===== src/rtl/decode_stage_ctrl.sv =====
// Registered RV32I/RV64I decode stage: valid/ready handshake, 2-entry skid, flush, illegal flag, PC passthrough, handshake counter.
// Output appears 1 cycle after an input handshake; InReady drops while the skid holds an entry; outputs are held while stalled.
package decode_stage_ctrl_pkg;
  typedef enum logic [1:0] {PCp4_I, PCUPD_I, PCCOND_I} pc_src_t;
  typedef enum logic [2:0] {NO_BRANCH, BEQ_C, BNE_C, BLT_C, BGE_C, BLTU_C, BGEU_C} cond_pc_src_t;
  typedef enum logic [2:0] {ImmNone, Imm11t0, Imm4t0, Imm5t0, ImmS, ImmB, ImmU, ImmJ} imm_src_t;
  typedef enum logic {UPD_PC_IMM, UPD_RS1_IMM} upd_pc_src_t;
  typedef enum logic {SRCB_REG, SRCB_IMM} alu_src_b_t;
  typedef enum logic [3:0] {ALU_ADD, ALU_SUB, ALU_SLL, ALU_SLT, ALU_SLTU, ALU_XOR,
                            ALU_SRL, ALU_SRA, ALU_OR, ALU_AND, ALU_PASSB} alu_op_t;
  typedef enum logic [1:0] {COMP_ALU, COMP_PC_IMM, COMP_PC_P4} compute_src_t;
  typedef enum logic {RES_COMPUTE, RES_MEM} result_src_t;
  typedef enum logic [2:0] {NO_TRUNC, BYTE, HALF_WORD, WORD, BYTE_UNSIGNED,
                            HALF_WORD_UNSIGNED, WORD_UNSIGNED} trunc_src_t;
endpackage

module decode_stage_ctrl
  import decode_stage_ctrl_pkg::*;
#(
  parameter int XLEN  = 32,
  parameter int PC_W  = 32,
  parameter int CNT_W = 32
) (
  input  logic              clk,
  input  logic              reset_n,
  input  logic              Flush,
  input  logic              InValid,
  output logic              InReady,
  input  logic [31:0]       Instr,
  input  logic [PC_W-1:0]   InPC,
  output logic              OutValid,
  input  logic              OutReady,
  output logic [PC_W-1:0]   OutPC,
  output logic              RegWrite,
  output logic              MemEn,
  output logic              MemWrite,
  output logic [XLEN/8-1:0] ByteEn,
  output pc_src_t           PCSrc,
  output cond_pc_src_t      ConditionalPCSrc,
  output imm_src_t          ImmSrc,
  output upd_pc_src_t       UpdatedPCSrc,
  output alu_src_b_t        ALUSrcB,
  output alu_op_t           ALUOp,
  output compute_src_t      ComputeSrc,
  output result_src_t       ResultSrc,
  output trunc_src_t        TruncSrc,
  output logic              WordOp,
  output logic              Illegal,
  output logic [CNT_W-1:0]  DecodeCount
);
  localparam int       BW   = XLEN / 8;
  localparam bit       IS64 = (XLEN == 64);
  localparam imm_src_t C_SHAMT_IMM = IS64 ? Imm5t0 : Imm4t0;

  typedef struct packed {
    logic [PC_W-1:0] pc;
    logic            reg_write;
    logic            mem_en;
    logic            mem_write;
    logic [BW-1:0]   byte_en;
    pc_src_t         pc_src;
    cond_pc_src_t    cond_pc_src;
    imm_src_t        imm_src;
    upd_pc_src_t     upd_pc_src;
    alu_src_b_t      alu_src_b;
    alu_op_t         alu_op;
    compute_src_t    compute_src;
    result_src_t     result_src;
    trunc_src_t      trunc_src;
    logic            word_op;
    logic            illegal;
  } entry_t;

  entry_t           r_main, r_skid, w_dec;
  logic             r_main_vld, r_skid_vld;
  logic [CNT_W-1:0] r_cnt;
  logic             w_ill, w_in_hs, w_out_hs, w_b25_ok, w_unused;
  logic [6:0]       w_opc, w_f7;
  logic [2:0]       w_f3;

  assign w_opc    = Instr[6:0];
  assign w_f3     = Instr[14:12];
  assign w_f7     = Instr[31:25];
  // shamt[5] lives in bit 25, which is reserved on RV32
  assign w_b25_ok = IS64 || !Instr[25];
  assign w_unused = ^{Instr[24:15], Instr[11:7]};

  always_comb begin
    w_dec    = '0;
    w_ill    = 1'b0;
    w_dec.pc = InPC;
    case (w_opc)
      7'b0110011: begin
        w_dec.reg_write = 1'b1;
        if (w_f7 == 7'b0000000) begin
          case (w_f3)
            3'b000:  w_dec.alu_op = ALU_ADD;
            3'b001:  w_dec.alu_op = ALU_SLL;
            3'b010:  w_dec.alu_op = ALU_SLT;
            3'b011:  w_dec.alu_op = ALU_SLTU;
            3'b100:  w_dec.alu_op = ALU_XOR;
            3'b101:  w_dec.alu_op = ALU_SRL;
            3'b110:  w_dec.alu_op = ALU_OR;
            default: w_dec.alu_op = ALU_AND;
          endcase
        end else if (w_f7 == 7'b0100000 && w_f3 == 3'b000) begin
          w_dec.alu_op = ALU_SUB;
        end else if (w_f7 == 7'b0100000 && w_f3 == 3'b101) begin
          w_dec.alu_op = ALU_SRA;
        end else begin
          w_ill = 1'b1;
        end
      end
      7'b0010011: begin
        w_dec.reg_write = 1'b1;
        w_dec.alu_src_b = SRCB_IMM;
        w_dec.imm_src   = Imm11t0;
        case (w_f3)
          3'b000: w_dec.alu_op = ALU_ADD;
          3'b010: w_dec.alu_op = ALU_SLT;
          3'b011: w_dec.alu_op = ALU_SLTU;
          3'b100: w_dec.alu_op = ALU_XOR;
          3'b110: w_dec.alu_op = ALU_OR;
          3'b111: w_dec.alu_op = ALU_AND;
          3'b001: begin
            w_dec.alu_op  = ALU_SLL;
            w_dec.imm_src = C_SHAMT_IMM;
            w_ill         = !(Instr[31:26] == 6'b000000 && w_b25_ok);
          end
          default: begin
            w_dec.alu_op  = Instr[30] ? ALU_SRA : ALU_SRL;
            w_dec.imm_src = C_SHAMT_IMM;
            w_ill         = !((Instr[31:26] == 6'b000000 || Instr[31:26] == 6'b010000) && w_b25_ok);
          end
        endcase
      end
      7'b0011011: begin
        w_dec.reg_write = 1'b1;
        w_dec.alu_src_b = SRCB_IMM;
        w_dec.word_op   = 1'b1;
        w_dec.imm_src   = Imm4t0;
        if (!IS64) w_ill = 1'b1;
        else if (w_f3 == 3'b000) begin
          w_dec.alu_op  = ALU_ADD;
          w_dec.imm_src = Imm11t0;
        end else if (w_f3 == 3'b001 && w_f7 == 7'b0000000) w_dec.alu_op = ALU_SLL;
        else if (w_f3 == 3'b101 && w_f7 == 7'b0000000) w_dec.alu_op = ALU_SRL;
        else if (w_f3 == 3'b101 && w_f7 == 7'b0100000) w_dec.alu_op = ALU_SRA;
        else w_ill = 1'b1;
      end
      7'b0111011: begin
        w_dec.reg_write = 1'b1;
        w_dec.word_op   = 1'b1;
        if (!IS64) w_ill = 1'b1;
        else if (w_f7 == 7'b0000000 && w_f3 == 3'b000) w_dec.alu_op = ALU_ADD;
        else if (w_f7 == 7'b0000000 && w_f3 == 3'b001) w_dec.alu_op = ALU_SLL;
        else if (w_f7 == 7'b0000000 && w_f3 == 3'b101) w_dec.alu_op = ALU_SRL;
        else if (w_f7 == 7'b0100000 && w_f3 == 3'b000) w_dec.alu_op = ALU_SUB;
        else if (w_f7 == 7'b0100000 && w_f3 == 3'b101) w_dec.alu_op = ALU_SRA;
        else w_ill = 1'b1;
      end
      7'b0000011: begin
        w_dec.reg_write  = 1'b1;
        w_dec.mem_en     = 1'b1;
        w_dec.result_src = RES_MEM;
        w_dec.alu_src_b  = SRCB_IMM;
        w_dec.imm_src    = Imm11t0;
        case (w_f3)
          3'b000:  w_dec.trunc_src = BYTE;
          3'b001:  w_dec.trunc_src = HALF_WORD;
          3'b010:  w_dec.trunc_src = WORD;
          3'b100:  w_dec.trunc_src = BYTE_UNSIGNED;
          3'b101:  w_dec.trunc_src = HALF_WORD_UNSIGNED;
          3'b110:  begin w_dec.trunc_src = WORD_UNSIGNED; w_ill = !IS64; end
          3'b011:  begin w_dec.trunc_src = NO_TRUNC;      w_ill = !IS64; end
          default: w_ill = 1'b1;
        endcase
      end
      7'b0100011: begin
        w_dec.mem_en    = 1'b1;
        w_dec.mem_write = 1'b1;
        w_dec.alu_src_b = SRCB_IMM;
        w_dec.imm_src   = ImmS;
        case (w_f3)
          3'b000:  w_dec.byte_en = BW'(8'h01);
          3'b001:  w_dec.byte_en = BW'(8'h03);
          3'b010:  w_dec.byte_en = BW'(8'h0F);
          3'b011:  begin w_dec.byte_en = BW'(8'hFF); w_ill = !IS64; end
          default: w_ill = 1'b1;
        endcase
      end
      7'b1100011: begin
        w_dec.pc_src  = PCCOND_I;
        w_dec.imm_src = ImmB;
        w_dec.alu_op  = ALU_SUB;
        case (w_f3)
          3'b000:  w_dec.cond_pc_src = BEQ_C;
          3'b001:  w_dec.cond_pc_src = BNE_C;
          3'b100:  w_dec.cond_pc_src = BLT_C;
          3'b101:  w_dec.cond_pc_src = BGE_C;
          3'b110:  w_dec.cond_pc_src = BLTU_C;
          3'b111:  w_dec.cond_pc_src = BGEU_C;
          default: w_ill = 1'b1;
        endcase
      end
      7'b1101111: begin
        w_dec.reg_write   = 1'b1;
        w_dec.pc_src      = PCUPD_I;
        w_dec.upd_pc_src  = UPD_PC_IMM;
        w_dec.imm_src     = ImmJ;
        w_dec.compute_src = COMP_PC_P4;
      end
      7'b1100111: begin
        w_dec.reg_write   = 1'b1;
        w_dec.pc_src      = PCUPD_I;
        w_dec.upd_pc_src  = UPD_RS1_IMM;
        w_dec.imm_src     = Imm11t0;
        w_dec.compute_src = COMP_PC_P4;
        w_ill             = (w_f3 != 3'b000);
      end
      7'b0110111: begin
        w_dec.reg_write = 1'b1;
        w_dec.imm_src   = ImmU;
        w_dec.alu_src_b = SRCB_IMM;
        w_dec.alu_op    = ALU_PASSB;
      end
      7'b0010111: begin
        w_dec.reg_write   = 1'b1;
        w_dec.imm_src     = ImmU;
        w_dec.compute_src = COMP_PC_IMM;
      end
      default: w_ill = 1'b1;
    endcase
    // an illegal entry must never write state or redirect the PC
    if (w_ill) begin
      w_dec.reg_write   = 1'b0;
      w_dec.mem_en      = 1'b0;
      w_dec.mem_write   = 1'b0;
      w_dec.byte_en     = '0;
      w_dec.pc_src      = PCp4_I;
      w_dec.cond_pc_src = NO_BRANCH;
      w_dec.word_op     = 1'b0;
    end
    w_dec.illegal = w_ill;
  end

  assign w_in_hs  = InValid && !r_skid_vld;
  assign w_out_hs = r_main_vld && OutReady;

  always_ff @(posedge clk) begin
    if (!reset_n) begin
      r_main     <= '0;
      r_skid     <= '0;
      r_main_vld <= 1'b0;
      r_skid_vld <= 1'b0;
      r_cnt      <= '0;
    end else begin
      if (w_out_hs) r_cnt <= r_cnt + CNT_W'(1);
      if (Flush) begin
        r_main_vld <= 1'b0;
        r_skid_vld <= 1'b0;
      end else if (w_out_hs) begin
        // skid occupied implies InReady was low, so no input competes with the refill
        if (r_skid_vld) begin
          r_main     <= r_skid;
          r_skid_vld <= 1'b0;
        end else if (w_in_hs) begin
          r_main <= w_dec;
        end else begin
          r_main_vld <= 1'b0;
        end
      end else if (!r_main_vld) begin
        if (w_in_hs) begin
          r_main     <= w_dec;
          r_main_vld <= 1'b1;
        end
      end else if (w_in_hs) begin
        r_skid     <= w_dec;
        r_skid_vld <= 1'b1;
      end
    end
  end

  assign InReady          = !r_skid_vld;
  assign OutValid         = r_main_vld;
  assign OutPC            = r_main.pc;
  assign RegWrite         = r_main.reg_write;
  assign MemEn            = r_main.mem_en;
  assign MemWrite         = r_main.mem_write;
  assign ByteEn           = r_main.byte_en;
  assign PCSrc            = r_main.pc_src;
  assign ConditionalPCSrc = r_main.cond_pc_src;
  assign ImmSrc           = r_main.imm_src;
  assign UpdatedPCSrc     = r_main.upd_pc_src;
  assign ALUSrcB          = r_main.alu_src_b;
  assign ALUOp            = r_main.alu_op;
  assign ComputeSrc       = r_main.compute_src;
  assign ResultSrc        = r_main.result_src;
  assign TruncSrc         = r_main.trunc_src;
  assign WordOp           = r_main.word_op;
  assign Illegal          = r_main.illegal;
  assign DecodeCount      = r_cnt;
endmodule

===== config.mk =====
export PLATFORM = sky130hd
export DESIGN_NAME = decode_stage_ctrl
export DESIGN_NICKNAME = d
export VERILOG_FILES = /design/src/rtl/decode_stage_ctrl.sv
export SDC_FILE = /design/constraint.sdc
export NUM_CORES = 1
export LEC_CHECK = 0
export BUFFER_PORTS_ARGS = -buffer_cell sky130_fd_sc_hd__buf_2
export CORE_MARGIN = 4
export CORE_UTILIZATION = 40
export CTS_BUF_LIST = sky130_fd_sc_hd__clkbuf_4 sky130_fd_sc_hd__clkbuf_8
export CTS_CLUSTER_SIZE = 8
export DETAILED_ROUTE_END_ITERATION = 10
export PLACE_DENSITY = 0.65
export REMOVE_ABC_BUFFERS = 1
export SETUP_SLACK_MARGIN = 0.5
export SKIP_CTS_REPAIR_TIMING = 1
export SLEW_MARGIN = 20
export SYNTH_ARGS = -nofsm -noshare
export SYNTH_HDL_FRONTEND = slang
export SYNTH_SLANG_ARGS = --single-unit

===== constraint.sdc =====
create_clock -name clk -period 1.8 [get_ports clk]
set_clock_uncertainty 0.1 [all_clocks]
set_input_delay 0.18 -clock clk [delete_from_list [all_inputs] [get_ports clk]]
set_output_delay 0.18 -clock clk [all_outputs]
set_load 0.01 [all_outputs]

== Yosys cells after proc, flatten, opt, wreduce, memory -nomap -nowiden ==
Index checks and enable logic that the tools add are counted.
Operators by class
  mux-type cells: 41
  add/sub/neg operators: 1
  reductions and logical operators: 34
  bitwise logic cells: 3
  eq/ne operators: 23
Operators by type and width (number)
  two-way mux 61 bit: 4
  case mux 4 bit (7 select lines): 2
  case mux 3 bit (6 select lines): 2
  == test 7 x 6 -> 1 bit, second input constant: 5
  adder 32 x 1 -> 32 bit, second input constant: 1
  == test 7 x 5 -> 1 bit, second input constant: 3
  == test 7 bit, second input constant: 3
  case mux 3 bit (7 select lines): 1
  two-way mux 1 bit: 18
  case mux 4 bit (4 select lines): 1
  OR reduction 2 bit: 7
  == test 3 bit, second input constant: 4
  two-way mux 12 bit: 1
  case mux 4 bit (3 select lines): 1
  OR reduction 6 bit: 2
  OR reduction 5 bit: 2
  two-way mux 3 bit: 3
  OR reduction 3 bit: 3
  OR reduction 9 bit: 1
  two-way mux 4 bit: 2
  case mux 2 bit (2 select lines): 2
  == test 7 x 2 -> 1 bit, second input constant: 1
  zero test 7 bit: 1
  case mux 1 bit (7 select lines): 1
  other kinds (17): 31
Word-level totals
  flip-flop bits (word level): 156
  output and inout port bits: 95
  word-level logic and storage cells: 137
  bits of input ports: 69

== Logic depth before layout (Yosys ltp) ==
  word-level depth: 10
  depth in mapped cells: 8
  depth with buffers taken out: 6

== Least setup slack after synthesis ==
No wires, ideal clock.
  path type: input port to flip-flop
  start point: input Instr[3]
  end point: register r_skid[28] (netlist bit)
  path buffers: 2
  stages on the path: 7
  setup time: 0.115 ns
  data required time: 1.585 ns
  slack: -0.192 ns
  data arrival time: 1.777 ns
  cells stage by stage: buf_6 nand3b_4 or3_1 buf_2 or4b_4 and3_4 a31o_1
Between the ends
  word-level cells in the longest chain between the ends: 4
  elaborated cells on any way between the ends: 16
  classes of those cells: eq/ne: 11; mux: 3; reduce/logical: 2
Ends and longest elaborated chain
  start: declaration: RTL line 29  | input logic [31:0] Instr,
  == test 7 x 6 -> 1 bit, or another cell as far along: RTL line 92  | case (w_opc)
  OR reduction 3 bit (no line) / OR reduction 9 bit (equally long branches)
  case mux 1 bit (7 select lines) / two-way mux 1 bit (equally long branches): RTL line 92
  two-way mux 12 bit *: RTL line 235  | if (w_ill) begin
  end signal: assignment: RTL line 278  | r_skid <= w_dec;
  end: declaration: RTL line 74  | entry_t r_main, r_skid, w_dec;
Mark *: on every way between the ends. The rest lies on a longest branch, timed or not.
A chain may end at the register's enable or synchronous reset.

== Worst setup path after layout ==
  start point: register r_main_vld (netlist: OutValid)
  end point: register r_main (netlist bit ALUOp[1])
Between the ends
  word-level cells in the longest chain between the ends: 3
  elaborated cells on any way between the ends: 4
  classes of those cells: eq/ne: 1; mux: 1; reduce/logical: 2
Ends and longest elaborated chain
  start: declaration: RTL line 75  | logic r_main_vld, r_skid_vld;
  start signal: assignment: RTL line 254  | r_main_vld <= 1'b0;
  start signal: assignment: RTL line 260  | r_main_vld <= 1'b0;
  start signal: assignment: RTL line 270  | r_main_vld <= 1'b0;
  logical AND 1 bit: RTL line 248  | assign w_out_hs = r_main_vld && OutReady;
  inequality test 2 x 1 -> 1 bit (no line)
  AND reduction 2 bit (no line)
  end signal: assignment: RTL line 265  | r_main <= r_skid;
  end signal: assignment: RTL line 268  | r_main <= w_dec;
  end signal: assignment: RTL line 274  | r_main <= w_dec;
  end: declaration: RTL line 74
Parallel ways exist; a longest one is shown, timed or not.

==> impl_metrics.csv <==
group,metric,value,unit
status,status,"completed",
grt,globalRouteOverflowTotal,0,
cts,clk_pin_slew,90,ps
grt,first_global_vias,6278,
grt,antenna_found_initial,0,
synth,ys_seq_area_share,47.1,%
power_and_ir_drop,design_power_total,7.35,mW
detailed_routing,drtIter0Drc,561,
sta,hold_viol_final,0,
detailed_routing,vias_per_cell,5.48,
die,die_area,0.0186,mm^2
synth,async_reset_ff_share,0,%
sta,slew_violations,0,
power_and_ir_drop,power-per-cell-area,721,mW/mm^2
worst_setup_path,worst-path-stages,9,
worst_setup_path,cpMaxStageDelayCell,"dfxtp_4",
final_layout,finalNonFillerCells,1337,
synth,synth_flop_cell,"dfxtp_1",
sta,finalCriticalPeriod,1730,ps
place,dp_hpwl,13.2,mm
final_layout,antennaDiodeCount,0,
synth,syn_inst,820,
cts,clkSinkCount,155,
place,gp_congestion,0.857,
die,die_y,136,um
place,io_buffer_count,148,
sta,setup_viol,0,
worst_setup_path,required,2100,ps
job,drv_cap,0,
cts,clkLatencyLatePin,460,ps
die,core_area,0.0160,mm^2
synth,ys_ff_latch,155,
cts,cts_made_buffers,17,
sta,max_freq,579,MHz
cts,tritoncts,"yes",
synth,synth.distinct_cells,50,
worst_setup_path,critPathMaxFanout,17,
worst_setup_path,r2r_cells,9,
cts,htreeDepth,4,
hold_path,holdPathStages,3,
power_and_ir_drop,p_leak,4.22,nW
worst_setup_path,cp_cell_sequence,"nand2b_2 > buf_6 > nand2b_4 > a21oi_4 > buf_12 > buf_12 > clkbuf_16 > o221ai_1 > a21oi_1",
synth,syn_avg_cell_area,8.04,um^2
worst_setup_path,crit_top_cell,"buf_12",
final_layout,area_delta_synth_final,54.7,%
cts,clockBufferDepth,2,
power_and_ir_drop,vdd_drop_max,0.406,mV
grt,grt_max_degree,83,
final_layout,final_core_utilization,63.7,%
worst_setup_path,cp.arrival,2020,ps
synth,synth_warnings,0,
detailed_routing,postRouteAntennaNets,0,
die,die_width,136,um
synth,synth-edff-count,0,
final_layout,nets,1178,
worst_setup_path,path_buf_inv,4,
hold_path,hold_class,"primary input to register",
sta,tightest_slew,500,ps
detailed_routing,first_pass_iters,5,
final_layout,n_fill_cell,1369,
grt,grt_first_pass_wirelength,31.6,mm
detailed_routing,vias,7324,
synth,synth_area,0.00659,mm^2
place,dpl.cell_count,1212,
sta,rsz0062_at_grt,"yes",
detailed_routing,drc_errors,0,
die,fp-row-count,46,
worst_setup_path,slowest_delay,370,ps
sta,fin_setup_tns,0,ps
sta,relSlewSlack,66.2,%
cts,cts-root-buf,"clkbuf_8",
final_layout,drive_gt1_share,36.8,%
die,start_util,41.2,%
worst_setup_path,path_delay_family,"buffers and inverters",
detailed_routing,wl,24.3,mm
worst_setup_path,crit_path_start_kind,"register",
worst_setup_path,critPathKind,"register to register",
sta,fin_crit_sh,96.0,%
detailed_routing,wire_per_inst,18.2,um
worst_setup_path,end_kind,"register",
die,pin_count,164,
grt,grtUsageTotal,21.2,%
## tightest hold or removal path: cells and delay by family
kind / cells / cell delay [ps]
buffers and inverters: 1 / 240
and+or+nand+nor: 1 / 40
AOI/OAI and AO/OA: 1 / 110
## cell usage in the layout (no fill, tap or decap), drive strengths merged, types with 5 or more instances in the layout
master,instances
nand2,111
and2,8
clkbuf,35
xnor2,8
and3,11
nand2b,8
a21oi,130
nor2b,6
nand3,25
o21ai,74
nor2,53
dfxtp,155
inv,8
nor3,8
o22ai,45
dlygate4sd3,33
xor2,13
buf,284
o221ai,12
clkinv,7
nand4,14
or3,14
a211oi,5
## sequential cells by signal (all words and copies together), names as in the netlist, 3 cells and up
| register | count |
|---|---|
| TruncSrc | 3 |
| ConditionalPCSrc | 3 |
| ImmSrc | 3 |
| r_skid | 60 |
| OutPC | 32 |
| DecodeCount | 32 |
| ALUOp | 4 |
| ByteEn | 4 |
## where the power goes
group | leakage [nW] | total [mW] | internal, mW | switching [mW]
Combinational | 2.73 | 0.963 | 0.444 | 0.518
Sequential | 1.27 | 3.57 | 3.52 | 0.0513
Clock | 0.216 | 2.82 | 1.47 | 1.34
Total | 4.22 | 7.35 | 5.44 | 1.91
## layer usage
layer,GRT usage [%],up-vias,part of all wire [%]
met4,6.66,0,1.1
met2,33.4,262,48
met1,28.2,3491,45
met3,5.70,22,6.2
li1,-,3549,-
met5,0,-,0
## final cells by class
| cell class | count | area [um^2] | share of cell area [%] |
|---|---|---|---|
| flip-flops and latches | 155 | 3120 | 30.6 |
| clock buffers | 21 | 277 | 2.71 |
| well taps | 216 | 270 | 2.65 |
| repair buffers | 331 | 2790 | 27.4 |
| multi-input cells | 595 | 3560 | 34.9 |
| inverters | 8 | 30.0 | 0.294 |
| clock inverters | 11 | 144 | 1.41 |
## synth_stat cells (2+ instances only)
cell type / count / area, um^2
o31ai_1: 4 / 30.0
dfxtp_1: 155 / 3100
a31oi_1: 4 / 25.0
o22ai_1: 45 / 282
inv_1: 7 / 26.3
nand3_1: 24 / 120
buf_1: 3 / 11.3
or4_1: 2 / 15.0
buf_2: 3 / 15.0
a41oi_1: 4 / 35.0
xnor2_1: 8 / 70.1
nor4b_1: 3 / 26.3
nand4_1: 14 / 87.6
a22oi_1: 2 / 15.0
o21ai_0: 74 / 370
o21a_1: 2 / 15.0
mux2i_1: 3 / 30.0
and4_1: 3 / 26.3
nor3_1: 8 / 40.0
a32oi_1: 3 / 26.3
nand2_1: 111 / 417
and3b_1: 2 / 17.5
nor4_1: 3 / 18.8
a21oi_1: 130 / 651
and2_1: 8 / 50.1
nand2b_1: 8 / 50.1
nor2b_1: 6 / 37.5
or3_1: 12 / 75.1
clkbuf_1: 58 / 218
a211oi_1: 5 / 37.5
and3_1: 10 / 62.6
nor2_1: 53 / 199
o211ai_1: 2 / 15.0
or2_2: 2 / 12.5
o221ai_1: 12 / 105
xor2_1: 13 / 114
## per-stage QoR
| stage | worst slack, ps | hold slack, ps | instance area [um^2] |
|---|---|---|---|
| floorplan | -3470 | 202 | 6330 |
| global placement | -186 | 334 | 8190 |
| detailed placement | -201 | 339 | 8190 |
| CTS | -78.8 | -160 | 8610 |
| global route | 20.2 | 48.8 | 10200 |
| finish | 71.4 | 46.8 | 10200 |
## path summary, 6_finish.rpt
kind,from,to,slack [ps]
worst max register to register,OutValid,ALUOp[1],70
worst max-delay path,OutValid,ALUOp[1],70
worst min register to register,r_skid[41],r_skid[41],360
worst min-delay path,reset_n,ByteEn[2],50
## cells by family (layout without fill, tap and decap cells)
logic type	count (synthesis)	count (layout)	synth area share (%)
compound gates	292	292	25.1
buf+inv	73	371	4.33
flops	155	155	47.1
simple gates	275	278	20.1
xor+xnor	21	21	2.79
fa+ha+maj	1	1	0.190
mux	3	3	0.456
Note: power is estimated with default switching activity, not from simulation.
